===== src/rtl/irq_event_queue.sv =====
// rtl/irq_event_queue.sv - tagged keyboard/Ethernet interrupt event FIFO with registered presentation FSM
module irq_event_queue #(
    parameter int DEPTH = 4,
    parameter int CW    = $clog2(DEPTH + 1)
) (
    input  logic          clk,
    input  logic          rst_n,
    input  logic          key_valid,
    input  logic [7:0]    key_data,
    input  logic          eth_valid,
    input  logic [23:0]   eth_data,
    input  logic          irq_ack,
    input  logic          overflow_clr,
    output logic          interrupt_key,
    output logic          interrupt_eth,
    output logic [31:0]   interrupt_source_data,
    output logic [CW-1:0] count,
    output logic          overflow
);

    localparam int PW = $clog2(DEPTH);

    localparam logic [1:0] S_IDLE    = 2'd0;
    localparam logic [1:0] S_PRESENT = 2'd1;
    localparam logic [1:0] S_HOLDOFF = 2'd2;

    logic [31:0]   mem [DEPTH];
    logic [PW-1:0] wr_ptr;
    logic [PW-1:0] rd_ptr;
    logic [1:0]    state;

    logic          pop;
    logic [CW:0]   free;
    logic          key_acc;
    logic          eth_acc;
    logic          drop;
    logic [31:0]   key_entry;
    logic [31:0]   eth_entry;
    logic [CW-1:0] count_next;
    logic [CW-1:0] remaining;
    logic [PW-1:0] rd_ptr_next;
    logic [PW-1:0] eth_wr_ptr;
    logic [31:0]   head_next;

    always_comb begin
        key_entry   = {8'h01, 16'h0000, key_data};
        eth_entry   = {8'h02, eth_data};
        pop         = (state == S_PRESENT) && irq_ack;
        free        = (CW+1)'(DEPTH) - {1'b0, count} + (CW+1)'(pop);
        key_acc     = key_valid && (free != '0);
        eth_acc     = eth_valid && (key_acc ? (free >= (CW+1)'(2)) : (free >= (CW+1)'(1)));
        drop        = (key_valid && !key_acc) || (eth_valid && !eth_acc);
        count_next  = count - CW'(pop) + CW'(key_acc) + CW'(eth_acc);
        remaining   = count - CW'(pop);
        rd_ptr_next = rd_ptr + PW'(pop);
        eth_wr_ptr  = wr_ptr + PW'(key_acc);
        // When the queue drains to empty this cycle, the new head is the entry being written now.
        if (remaining != '0)
            head_next = mem[rd_ptr_next];
        else if (key_acc)
            head_next = key_entry;
        else
            head_next = eth_entry;
    end

    always_ff @(posedge clk) begin
        if (key_acc)
            mem[wr_ptr] <= key_entry;
        if (eth_acc)
            mem[eth_wr_ptr] <= eth_entry;
    end

    always_ff @(posedge clk or negedge rst_n) begin
        if (!rst_n) begin
            wr_ptr                <= '0;
            rd_ptr                <= '0;
            count                 <= '0;
            overflow              <= 1'b0;
            state                 <= S_IDLE;
            interrupt_key         <= 1'b0;
            interrupt_eth         <= 1'b0;
            interrupt_source_data <= 32'h0;
        end else begin
            rd_ptr <= rd_ptr_next;
            wr_ptr <= wr_ptr + PW'(key_acc) + PW'(eth_acc);
            count  <= count_next;
            if (drop)
                overflow <= 1'b1;
            else if (overflow_clr)
                overflow <= 1'b0;

            case (state)
                S_IDLE, S_HOLDOFF: begin
                    if (count_next != '0) begin
                        state                 <= S_PRESENT;
                        interrupt_key         <= (head_next[31:24] == 8'h01);
                        interrupt_eth         <= (head_next[31:24] == 8'h02);
                        interrupt_source_data <= head_next;
                    end else begin
                        state                 <= S_IDLE;
                        interrupt_key         <= 1'b0;
                        interrupt_eth         <= 1'b0;
                        interrupt_source_data <= 32'h0;
                    end
                end
                S_PRESENT: begin
                    if (pop) begin
                        state                 <= S_HOLDOFF;
                        interrupt_key         <= 1'b0;
                        interrupt_eth         <= 1'b0;
                        interrupt_source_data <= 32'h0;
                    end
                end
                default: begin
                    state                 <= S_IDLE;
                    interrupt_key         <= 1'b0;
                    interrupt_eth         <= 1'b0;
                    interrupt_source_data <= 32'h0;
                end
            endcase
        end
    end

endmodule


===== config.mk =====
export PLATFORM = sky130hd
export DESIGN_NAME = irq_event_queue
export DESIGN_NICKNAME = d
export VERILOG_FILES = /design/src/rtl/irq_event_queue.sv
export SDC_FILE = /design/constraint.sdc
export NUM_CORES = 1
export LEC_CHECK = 0
export ABC_CLOCK_PERIOD_IN_PS = 5100
export CAP_MARGIN = 20
export CORE_MARGIN = 2
export CORE_UTILIZATION = 45
export CTS_CLUSTER_SIZE = 12
export DETAILED_ROUTE_END_ITERATION = 10
export GPL_TIMING_DRIVEN = 0
export PLACE_DENSITY = 0.74
export SETUP_SLACK_MARGIN = 0.15
export SKIP_CTS_REPAIR_TIMING = 1
export SLEW_MARGIN = 10
export SYNTH_ARGS = -nofsm -noshare
export SYNTH_HDL_FRONTEND = slang
export SYNTH_SLANG_ARGS = --single-unit

===== constraint.sdc =====
create_clock -name clk -period 5.1 [get_ports clk]
set_input_delay 0.51 -clock clk [delete_from_list [all_inputs] [get_ports clk]]
set_output_delay 0.51 -clock clk [all_outputs]
set_load 0.1 [all_outputs]

==> impl_results.md <==
- Detail Placement HPWL: 11.5 mm
- CTS max path bufs: 2
- Outcome: completed
- Synth warn: 0
- Via-per-instance ratio: 5.93
- TritonRoute pass-1 iters: 6
- CTS clk-pin slew, worst paths: 0.06 ns
- Worst setup EP type: register
- # port buffers: 69
- First-pass GRT wire length: 27.4 mm
- Max Freq: 206 MHz
- Register area share after synthesis: 0.582
- Die width: 128 µm
- Grt ovf: 0
- Max Slew Vio Count: 0
- Slew at the pin closest to its max-slew limit: 0.973 ns
- DIE HEIGHT: 128 µm
- Distinct cells, synth: 50
- Share of layout cells above drive strength 1: 0.131
- Core area: 15000 µm²
- Cell area after placement: 7850 µm²
- Crit path required time: 5.14 ns
- Mapped Area: 6870 µm²
- R2R depth: 11
- Crit path DAT: 4.90 ns
- Total CTS buffers: 17
- GPL Wtd Cong: 0.945
- Final worst path period need: 4.85 ns
- Final nets: 653
- Synth Instances: 512
- Pin count of the biggest net entering global routing: 25
- Wire length per cell: 21.6 µm
- H-tree lvl count: 4
- Vias: 4785
- DRC errors left: 0
- Reg2reg setup slack: 0.38 ns
- Synth cell count leaders: edfxtp_1, and2_1, o31ai_1, dfrtp_1, inv_1
- Period utilization: 0.951
- Worst-path fanout max: 24
- Top-area cell type share of the netlist area: 0.420
- Hold Fails Final Rpt: 0
- Top cells by area, synth: edfxtp_1, dfrtp_1, mux4_2, and2_1, o31ai_1
- Root Driver: clkbuf_16
- Area growth from synthesis to layout: 22.6%
- RSZ-0062 raised after global routing: no
- Routed Antenna Nets: 0
- Crit Path Category: primary input to register
- Cell taking the most area after synthesis: edfxtp_1
- Final setup viols: 0
- Max Cap Viol: 0
- Final instance area: 8420 µm²
- Syn_area_per_cell: 13.4 µm²
- CTS tree: done
- Post-synthesis register bit count: 142
- Sink Count: 142
- Number of synthesized flops with an enable pin: 96
- Count leader, synth: edfxtp_1
- Initial antenna violation count: 0
- Die ar.: 16300 µm²
- Max-slew headroom at the worst pin: 0.349
- Number of global-route vias before repair: 4918
- Reg2reg start: state[1]
- Post-synthesis async set-or-reset flop share: 0.268
- Number of antenna diodes: 0
- Total Routed Length: 17.4 mm
- # IOs: 76
- Clk_lat worst skew: 0.42 ns
- Initial DRC count: 538
- Cell row count: 45
- R2R Path End: mem[0][4]
- GRT Resource Usage Total: 0.225
- Hold Path Class: primary input to asynchronous set/reset pin
- Worst Setup Start Kind: primary input
- Worst clock skew: 0.00687 ns
- Initial Utilization: 0.457
- Ys flop type: edfxtp_1
==> cells by family after synthesis <==
logic type / after synthesis / share of synthesized area
AND/OR/NAND/NOR: 166 / 0.151
flip-flops: 142 / 0.582
AO/OA/AOI/OAI: 85 / 0.103
buffers and inverters: 75 / 0.0486
multiplexers: 27 / 0.0867
adder cells (fa/ha/maj): 10 / 0.0189
XOR/XNOR: 6 / 0.00984
other: 1 / 0.000546
==> worst max-delay path, cell delays in order <==
cell             delay (ns)
clkdlybuf4s50_1        0.48
nand3b_1               0.13
ha_1                   0.24
inv_1                  0.08
ha_1                   0.25
nand2b_1               0.16
a22oi_1                0.64
inv_1                  0.38
ha_1                   0.40
clkbuf_1               0.21
nor3_2                 0.66
nand2b_2               0.74
==> final cells by class <==
cell class / instances / area (µm²)
Fill cell: 1195 / 6620
Sequential cell: 142 / 3990
Multi-Input combinational cell: 300 / 2580
Timing Repair Buffer: 70 / 713
Clock buffer: 20 / 437
Tap cell: 188 / 235
Buffer: 43 / 214
Clock inverter: 12 / 121
Inverter: 32 / 120
==> flip-flops by register name (all words and copies together) (netlist names) <==
register	cells
count	3
state	2
interrupt_source_data	26
overflow	1
rd_ptr	2
mem	104
interrupt_eth	1
interrupt_key	1
wr_ptr	2
==> placed cells by master, fill, tap and decap left out, types with 17 or more instances in the layout <==
cell / count
dfrtp_1: 38
o31ai_1: 40
clkbuf_16: 17
mux4_2: 26
edfxtp_1: 96
clkbuf_1: 30
clkdlybuf4s50_1: 68
and2_1: 89
inv_1: 31
==> per-stage QoR <==
stage | util | worst slack [ns] | TNS, ns | hold slack, ns | instances
final | 0.560 | 0.249 | 0 | 0.0697 | 807
after global placement | 0.520 | -0.585 | -47.24 | 0.429 | 774
after global routing | 0.560 | 0.144 | 0 | 0.0914 | 807
after floorplan | - | 0.885 | 0 | 0.214 | 517
after CTS | 0.559 | 0.287 | 0 | 0.0763 | 807
after detailed placement | 0.522 | -0.116 | -6.45 | 0.441 | 775
==> layer usage <==
layer,wire (µm),vias up,GRT usage
met5,0,-,0
met4,469,0,0.103
met3,1310,43,0.0436
met2,8460,236,0.369
met1,7180,2375,0.290
li1,-,2131,-
==> worst max-delay path by stage <==
stage	from	endpoint	slack (ns)	cells past startpoint
2_1_floorplan	count[0]	interrupt_source_data[15]	0.89	14
3_3_place_gp	irq_ack	mem[1][22]	-0.58	13
3_5_place_dp	irq_ack	mem[1][18]	-0.12	13
4_1_cts	irq_ack	mem[1][3]	0.29	13
5_1_grt	irq_ack	mem[0][5]	0.14	12
6_report	irq_ack	mem[0][4]	0.25	12
Power is left out: the tool's default activity adds up to more than one toggle a clock period on the data nets, which glitch-free logic cannot reach.
